==> config.mk <==
export PLATFORM = sky130hd
export DESIGN_NAME = pixel_write_master
export DESIGN_NICKNAME = d
export VERILOG_FILES = /design/src/rtl/gpu_pkg.sv /design/src/rtl/sync_fifo.sv /design/src/rtl/pixel_write_master.sv
export SDC_FILE = /design/constraint.sdc
export NUM_CORES = 1
export LEC_CHECK = 0
export ABC_AREA = 1
export CELL_PAD_IN_SITES_DETAIL_PLACEMENT = 0
export CELL_PAD_IN_SITES_GLOBAL_PLACEMENT = 1
export CORE_MARGIN = 2
export CORE_UTILIZATION = 48
export DETAILED_ROUTE_END_ITERATION = 12
export PLACE_DENSITY_LB_ADDON = 0.1
export SYNTH_ARGS = -nofsm -noshare
export SYNTH_HDL_FRONTEND = slang
export SYNTH_HIERARCHICAL = 1
export SYNTH_SLANG_ARGS = --single-unit
==> constraint.sdc <==
create_clock -name clk -period 8.3 [get_ports clk]
set_input_delay 2.075 -clock clk [delete_from_list [all_inputs] [get_ports clk]]
set_output_delay 2.075 -clock clk [all_outputs]
set_load 0.01 [all_outputs]
==> src/rtl/gpu_pkg.sv <==
// gpu_pkg: shared frame-buffer geometry, pixel-write record and master FSM states.
package gpu_pkg;
   localparam logic [31:0] FB_BASE = 32'h0800_0000;
   localparam int unsigned H_RES   = 640;
   localparam int unsigned V_RES   = 480;
   typedef struct packed {
      logic [31:0] addr;
      logic [31:0] color;
   } fb_write_t;
   typedef enum logic {PW_IDLE, PW_WRITE} pw_state_t;
endpackage

==> src/rtl/sync_fifo.sv <==
// sync_fifo: single-clock FIFO, dout valid whenever !empty.
//   push/din write an entry (ignored while full); pop/dout read the head (ignored while empty).
//   full/empty come from a registered occupancy count.
module sync_fifo #(
   parameter int WIDTH = 64,
   parameter int DEPTH = 8
) (
   input  logic             clk,
   input  logic             reset_n,
   input  logic             push,
   input  logic             pop,
   input  logic [WIDTH-1:0] din,
   output logic [WIDTH-1:0] dout,
   output logic             full,
   output logic             empty
);
   localparam int AW = $clog2(DEPTH);
   logic [WIDTH-1:0] mem_q [DEPTH];
   logic [AW-1:0]    wr_ptr_q, rd_ptr_q;
   logic [AW:0]      count_q;
   logic             push_ok, pop_ok;
   assign full    = count_q == (AW+1)'(DEPTH);
   assign empty   = count_q == '0;
   assign push_ok = push && !full;
   assign pop_ok  = pop && !empty;
   assign dout    = mem_q[rd_ptr_q];
   always_ff @(posedge clk or negedge reset_n) begin
      if (!reset_n) begin
         wr_ptr_q <= '0;
         rd_ptr_q <= '0;
         count_q  <= '0;
      end else begin
         wr_ptr_q <= wr_ptr_q + AW'(push_ok);
         rd_ptr_q <= rd_ptr_q + AW'(pop_ok);
         count_q  <= count_q + (AW+1)'(push_ok) - (AW+1)'(pop_ok);
      end
   end
   always_ff @(posedge clk) begin
      if (push_ok) mem_q[wr_ptr_q] <= din;
   end
endmodule

==> src/rtl/pixel_write_master.sv <==
// pixel_write_master: queues (x,y,colour) pixel writes and issues them as Avalon-MM writes to the frame buffer.
//   pix_valid/pix_ready/pix_x/pix_y/pix_color : upstream pixel requests (transfer on valid && ready)
//   idle       : FIFO empty and no write on the bus
//   drop_count : saturating count of off-screen pixels discarded
//   master_*   : registered Avalon-MM write master
module pixel_write_master import gpu_pkg::*; #(
   parameter int          MASTER_ADDRESSWIDTH = 32,
   parameter int          DATAWIDTH           = 32,
   parameter logic [31:0] FB_BASE             = gpu_pkg::FB_BASE,
   parameter int unsigned H_RES               = gpu_pkg::H_RES,
   parameter int unsigned V_RES               = gpu_pkg::V_RES,
   parameter int          X_W                 = 10,
   parameter int          Y_W                 = 9,
   parameter int          FIFO_DEPTH          = 8
) (
   input  logic                           clk,
   input  logic                           reset_n,
   input  logic                           pix_valid,
   output logic                           pix_ready,
   input  logic [X_W-1:0]                 pix_x,
   input  logic [Y_W-1:0]                 pix_y,
   input  logic [DATAWIDTH-1:0]           pix_color,
   output logic                           idle,
   output logic [15:0]                    drop_count,
   output logic [MASTER_ADDRESSWIDTH-1:0] master_address,
   output logic [DATAWIDTH-1:0]           master_writedata,
   output logic                           master_write,
   input  logic                           master_waitrequest
);
   pw_state_t                      state_q, state_d;
   logic [MASTER_ADDRESSWIDTH-1:0] address_q, address_d;
   logic [DATAWIDTH-1:0]           writedata_q, writedata_d;
   logic                           write_q, write_d;
   logic [15:0]                    drop_count_q, drop_count_d;
   logic                           fifo_full, fifo_empty, fifo_pop, accept, in_range;
   fb_write_t                      fifo_din, fifo_dout;
   assign pix_ready        = !fifo_full;
   assign accept           = pix_valid && !fifo_full;
   assign in_range         = (32'(pix_x) < H_RES) && (32'(pix_y) < V_RES);
   assign fifo_din.addr    = FB_BASE + ((32'(pix_y) * H_RES + 32'(pix_x)) << 2);
   assign fifo_din.color   = pix_color;
   assign drop_count_d     = (accept && !in_range && drop_count_q != 16'hFFFF) ? drop_count_q + 16'd1 : drop_count_q;
   assign idle             = fifo_empty && !write_q;
   assign drop_count       = drop_count_q;
   assign master_address   = address_q;
   assign master_writedata = writedata_q;
   assign master_write     = write_q;
   sync_fifo #(.WIDTH($bits(fb_write_t)), .DEPTH(FIFO_DEPTH)) u_fifo (
      .clk    (clk),
      .reset_n(reset_n),
      .push   (accept && in_range),
      .pop    (fifo_pop),
      .din    (fifo_din),
      .dout   (fifo_dout),
      .full   (fifo_full),
      .empty  (fifo_empty)
   );
   // The bus is free to take a new beat when idle or when the current write is accepted this cycle.
   always_comb begin
      state_d     = state_q;
      address_d   = address_q;
      writedata_d = writedata_q;
      write_d     = write_q;
      fifo_pop    = 1'b0;
      if (state_q == PW_IDLE || !master_waitrequest) begin
         fifo_pop    = !fifo_empty;
         write_d     = !fifo_empty;
         state_d     = fifo_empty ? PW_IDLE : PW_WRITE;
         address_d   = fifo_empty ? address_q : fifo_dout.addr;
         writedata_d = fifo_empty ? writedata_q : fifo_dout.color;
      end
   end
   always_ff @(posedge clk or negedge reset_n) begin
      if (!reset_n) begin
         state_q      <= PW_IDLE;
         address_q    <= FB_BASE;
         writedata_q  <= '0;
         write_q      <= 1'b0;
         drop_count_q <= '0;
      end else begin
         state_q      <= state_d;
         address_q    <= address_d;
         writedata_q  <= writedata_d;
         write_q      <= write_d;
         drop_count_q <= drop_count_d;
      end
   end
endmodule

==> impl_results.md, run 1 <==
- Post-CTS setup buffer count: 0
- Sequential power share: 39.4%
- Design area: 0.0316 sq mm
- Row cnt: 87
- Met1 usage: 29.5%
- Gpl congestion: 0.770
- Final period utilization: 53.6%
- Die area: 0.0585 sq mm
- DR vias: 17979
- Register Area: 0.0177 sq mm
- Most used DFF post-synth: edfxtp_1
- Required @ worst endpoint: 8510 ps
- Int Pwr: 0.00673 W
- Drt pass-1 iters: 4
- Crit end category: flip-flop
- Setup total negative slack: 0 ps
- Initial antenna violation count: 2
- HP Class: flip-flop to flip-flop
- Setup Viol. Count Final: 0
- Layout cells sized above 1: 4.77%
- Slew Viols, Final: 0
- F_max: 0.225 GHz
- Max Fanout on Critical Path: 41
- GRT met2 Usage: 35.5%
- Pwr Density: 330 mW/mm^2
- Worst-Margin Slew: 1160 ps
- Chip width: 242 um
- First-pass GRT wire length: 98000 um
- CTS resizes: 0
- CTS Buf Count: 68
- Final Hold Viols: 0
- DR iter-0 viols: 1083
- Count of buffers from port buffering: 137
- Most instantiated library cell after synthesis: nand2_1
- Syn Area/Cell: 9.67 sq um
- Asr flop ratio synth: 15.1%
- Hold_buf cts: 0
- Clk pwr share: 28.5%
- Final global-route overflow total: 0
- Logic pwr share: 32.1%
- RSZ-0062 raised after global routing: false
- Fillers: 4922
- Slew margin rel.: 22.4%
- Residual DRC count: 0
- H-tree depth: 3
- Vias in the first global route: 17712
- Initial core utilization: 48.3%
- Cells after Synth: 2807
- Pleak: 14.8 nW
- Netlist cell types: 35
- Synth-to-layout area growth: 16.4%
- Antenna viol nets, final: 0
- Clock Sink Count: 603
- Placed inst area: 0.0294 sq mm
- Mapped cell area: 0.0271 sq mm
- MaxCap Viol Count: 0
- Met3 GRT Util: 3.04%
- EDFF count, synth: 512
- Post-synth top cells: nand2_1, inv_1, edfxtp_1, nand3_1, dfrtp_1
- Register bit total from synthesis: 603
- Status: finished clean
- Via/cell ratio: 4.69
- Core Footprint: 0.0562 sq mm
- Wire per inst: 16.0 um
- YS warnings: 6
- Total power draw: 0.0104 W
- I/O Pins: 138
- Cell taking the most area after synthesis: edfxtp_1
- DRT Wirelength: 61500 um
- Net Sw Frac: 35.3%
- Clk root buf: clkbuf_16
- Skew-Pair Late Insertion Delay: 590 ps
- Maximum VDD drop: 260 uV
- Worst Path Class, Setup: primary input to flip-flop
- GRT Util Overall: 21.4%
- Top cells by area, synth: edfxtp_1, nand2_1, dfrtp_1, inv_1, nand3_1
- Busiest grt layer: met2
- Setup Skew: 22.0 ps
- Clk buf depth: 3
- HPWL Detailed: 31800 um
- Sequential share of the synthesized area: 65.1%
- Share of the synthesized area in the top cell type: 56.7%
- CTS tree: yes
- Startpoint type of the worst setup path: primary input
- Clock transition at the registers of the reported paths: 60 ps
- Nets: 3114
- Area of the multi-input gates: 0.00702 sq mm
- WP data arrival: 4660 ps
- P_sw: 0.00367 W
- Die Span Y: 242 um
- Tmin final: 4450 ps
- Largest net degree at the start of global routing: 183
==> per-stage QoR <==
stage	std cells	util [%]	hold WS [ps]	setup WS [ps]
after floorplan	2909	-	467	850
after global placement	3714	52.3	460	3170
after detailed placement	3714	52.3	459	3190
after CTS	3836	56.2	469	3810
after global routing	3836	56.2	481	3650
final	3837	56.2	466	3850
==> cell families after synthesis <==
group / share of synthesized area [%]
XOR/XNOR: 0.678
AND/OR/NAND/NOR: 21.5
flip-flops: 65.1
adder cells (fa/ha/maj): 1.51
other: 0.0277
buffers and inverters: 10.6
AO/OA/AOI/OAI: 0.549
==> cell type report <==
cell class | count | share of cell area (%)
clock inverters | 24 | 0.804
well taps | 756 | 3.00
repair buffers | 163 | 4.99
diodes | 1 | 0.00792
flip-flops and latches | 603 | 55.9
inverters | 574 | 6.85
clock buffers | 98 | 6.18
multi-input cells | 1618 | 22.2
==> state kept, by name, indices dropped and copies added (netlist names) <==
register,count
master_write,1
u_fifo/count_q,4
u_fifo/wr_ptr_q,3
master_writedata,32
u_fifo/mem_q,512
drop_count,16
master_address,32
u_fifo/rd_ptr_q,3
==> placed cells by master, fill, tap and decap left out, types with 2 or more instances in the layout <==
| cell type | n |
|---|---|
| nand2_1 | 1111 |
| inv_1 | 570 |
| edfxtp_1 | 512 |
| nand3_1 | 278 |
| clkdlybuf4s50_1 | 136 |
| conb_1 | 104 |
| dfrtp_1 | 87 |
| clkbuf_16 | 73 |
| ha_1 | 28 |
| buf_4 | 26 |
| clkbuf_1 | 22 |
| nor2_1 | 20 |
| xor2_1 | 18 |
| clkinv_1 | 13 |
| nor3_2 | 9 |
| o21ai_2 | 8 |
| nor3_1 | 7 |
| o21ai_0 | 7 |
| a21oi_1 | 6 |
| bufinv_16 | 6 |
| nand4_1 | 5 |
| clkinv_2 | 5 |
| xnor2_1 | 3 |
| fa_1 | 3 |
| clkbuf_8 | 3 |
| nand2_2 | 2 |
| inv_2 | 2 |
| inv_6 | 2 |
| dfrtp_4 | 2 |
==> power by group through the flow <==
stage	registers (W)	clock network, W	logic (W)
3_5_place_dp	0.00416	0	0.00338
3_3_place_gp	0.00415	0	0.00334
6_report	0.00410	0.00297	0.00334
4_1_cts	0.00410	0.00304	0.00339
2_1_floorplan	0.00411	0	0.00233
5_1_grt	0.00415	0.00317	0.00378
==> worst paths after layout <==
path,slack (ps),endpoint,cells past startpoint,start
worst min register to register,470,master_address[27]$_DFFE_PN1P_,2,master_address[27]$_DFFE_PN1P_
min in group asynchronous,1550,master_writedata[10]$_DFFE_PN0P_,1,reset_n
worst max register to register,4920,u_fifo/count_q[2]$_DFF_PN0_,15,u_fifo/count_q[2]$_DFF_PN0_
worst min-delay path,470,master_address[27]$_DFFE_PN1P_,2,master_address[27]$_DFFE_PN1P_
worst max-delay path,3850,u_fifo/mem_q[3][13]$_DFFE_PP_,7,pix_x[8]
max in group asynchronous,5560,master_address[4]$_DFFE_PN0P_,2,reset_n
==> metal layers <==
layer  vias up  wire length [um]
met3        77              2800
met2       317             28800
met5         -                16
li1       9035                 -
met1      8548             28700
met4         2              1200
==> worst max-delay path: stages <==
cell and delay (ps):
clkdlybuf4s50_1 450, o21ai_0 170, nand2_1 120, nor2_1 230, o21ai_2 230, nor3_2 660, buf_4 680
No activity file was read; power rests on OpenSTA's default activity.
==> run 2: changes to the inputs <==
Clock period 8.3 ns to 4.5 ns, I/O delays scaled along.
==> run 2 against run 1 <==
Against the previous run:
- worst setup slack worse by 2900 ps
- critical endpoint is now idle
- via count up 0.56%
- sequential cell count unchanged
- critical path depth unchanged
- sequential share of layout area down 0.23 points
- largest power group unchanged
- global-route usage down 0.47 points
- cell count up 0.26%
- utilization up 0.23 points
==> impl_results.md, run 2 (same netlist as run 1, synthesis figures left out) <==
- Pwr Density: 602 mW/mm^2 (was 330 mW/mm^2)
- Setup Viol. Count Final: 0 (unchanged)
- Worst Path Class, Setup: flip-flop to output pin (was primary input to flip-flop)
- Startpoint type of the worst setup path: flip-flop (was primary input)
- Commonest non-fill, non-tap cell in the layout: nand2_1 (unchanged)
- Layout cells sized above 1: 5.14% (was 4.77%)
- Maximum VDD drop: 621 uV (was 260 uV)
- H-tree depth: 3 (unchanged)
- Core Footprint: 0.0562 sq mm (unchanged)
- Clock Sink Count: 603 (unchanged)
- Gpl congestion: 0.749 (was 0.770)
- Wire per inst: 15.7 um (was 16.0 um)
- Row cnt: 87 (unchanged)
- GRT Util Overall: 21.0% (was 21.4%)
- DR iter-0 viols: 1039 (was 1083)
- Setup WS pre-CTS: 464 ps (was 3190 ps)
- Top delay family on crit path: buffers and inverters (unchanged)
- Clk root buf: clkbuf_16 (unchanged)
- Hold_buf cts: 0 (unchanged)
- Final period utilization: 79.3%
- Antenna viol nets, final: 0 (unchanged)
- First-pass GRT wire length: 96000 um (was 98000 um)
- Nets: 3121 (was 3114)
- Via/cell ratio: 4.70 (was 4.69)
- Drt pass-1 iters: 5 (was 4)
- WP data arrival: 2440 ps (was 4660 ps)
- Clk buf depth: 3 (unchanged)
- Setup Skew: 22.3 ps (was 22.0 ps)
- Max reg flops: 512 (unchanged)
- CP bufs+invs: 4 (was 2)
- Count of buffers from port buffering: 137 (unchanged)
- Pleak: 14.9 nW (was 14.8 nW)
- Total power draw: 0.0191 W (was 0.0104 W)
- Worst setup margin: 933 ps (was 3850 ps)
- Commonest non-fill, non-tap cells in the layout: nand2_1, inv_1, edfxtp_1 (unchanged)
- Largest net degree at the start of global routing: 103 (was 183)
- F_max: 0.280 GHz
- CTS resizes: 0 (unchanged)
- Status: finished clean (unchanged)
- Vias in the first global route: 17613 (was 17712)
- Post-CTS setup buffer count: 0 (unchanged)
- Final global-route overflow total: 0 (unchanged)
- Die area: 0.0585 sq mm (unchanged)
- Initial antenna violation count: 1 (was 2)
- Largest Register: u_fifo/mem_q (unchanged)
- Final Hold Viols: 0 (unchanged)
- Synth-to-layout area growth: 16.8% (was 16.4%)
- Crit-path cells: inv_1 -> ha_1 -> inv_1 -> nor2_1 -> inv_1 -> nor2_1 -> clkdlybuf4s50_1 (was clkdlybuf4s50_1 -> o21ai_0 -> nand2_1 -> nor2_1 -> o21ai_2 -> nor3_2 -> buf_4)
- HP Class: flip-flop to flip-flop (unchanged)
- RSZ-0062 raised after global routing: false (unchanged)
- DR vias: 18079 (was 17979)
- Hold Slack: 468 ps (was 466 ps)
- Residual DRC count: 0 (unchanged)
- Ant diodes: 0 (was 1)
- CP max-delay cell: clkdlybuf4s50_1 (was buf_4)
- MaxCap Viol Count: 0 (unchanged)
- CP dominant cell by count: inv_1
- CTS Buf Count: 69 (was 68)
- Initial core utilization: 48.3% (unchanged)
- Clock transition at the registers of the reported paths: 60 ps (about the same)
- DRT Wirelength: 60500 um (was 61500 um)
- HPWL Detailed: 32600 um (was 31800 um)
- Die Span Y: 242 um (unchanged)
- Slew Viols, Final: 0 (unchanged)
- Skew-Pair Late Insertion Delay: 600 ps (was 590 ps)
- Worst-Margin Slew: 1100 ps (was 1160 ps)
- Required @ worst endpoint: 3380 ps (was 8510 ps)
- Max Fanout on Critical Path: 3 (was 41)
- Crit path largest cell delay: 540 ps (was 680 ps)
- Crit end category: output pin (was flip-flop)
- Slew margin rel.: 26.6% (was 22.4%)
- Tmin final: 3570 ps
- I/O Pins: 138 (unchanged)
- CTS tree: yes (unchanged)
- Chip width: 242 um (unchanged)
run 2: per-layer routing:
metal	vias up	track usage, %	routed length (um)
met2	325	36.1	29800
met3	75	3.19	2280
met4	2	6.28	1180
met5	-	0	12
met1	8613	27.5	27300
li1	9064	-	-
run 2: layout make-up:
type	instances	area, sq um
Sequential cell	603	17700
Timing Repair Buffer	169	1710
Tap cell	756	946
Fill cell	4934	24500
Multi-Input combinational cell	1618	7070
Clock inverter	31	219
Inverter	574	2170
Clock buffer	96	1930
run 2: path summary, 6_finish.rpt:
check | start | to | slack [ps] | depth (start not counted)
min in group asynchronous | reset_n | master_writedata[19]$_DFFE_PN0P_ | 510 | 1
max | u_fifo/count_q[2]$_DFF_PN0_ | idle | 930 | 7
min reg2reg | master_address[27]$_DFFE_PN1P_ | master_address[27]$_DFFE_PN1P_ | 470 | 2
min | master_address[27]$_DFFE_PN1P_ | master_address[27]$_DFFE_PN1P_ | 470 | 2
max reg2reg | u_fifo/rd_ptr_q[1]$_DFF_PN0_ | master_address[7]$_DFFE_PN0P_ | 1680 | 7
max in group asynchronous | reset_n | u_fifo/rd_ptr_q[0]$_DFF_PN0_ | 2980 | 2
run 2: report_power, final:
part	internal, W	switching, W	total [W]
registers	0.00697	0.000593	0.00757
logic	0.00214	0.00411	0.00624
clock network	0.00312	0.00217	0.00529
run 2: worst reg2reg max path, stage by stage (launching register included):
cell and delay (ps):
dfrtp_4 1130, buf_4 900, nand3_1 170, nand2_1 110, nand2_1 50, nand2_1 230
nand2_1 90, nand2_1 90
run 2: per-stage QoR:
stage / setup TNS (ps) / util (%) / area, sq um / cells
CTS: 0 / 56.5 / 31700 / 3847
global route: 0 / 56.5 / 31700 / 3847
floorplan: -42970 / - / 27600 / 2909
global placement: 0 / 52.6 / 29600 / 3720
finish: 0 / 56.5 / 31700 / 3847
detailed placement: 0 / 52.6 / 29600 / 3720
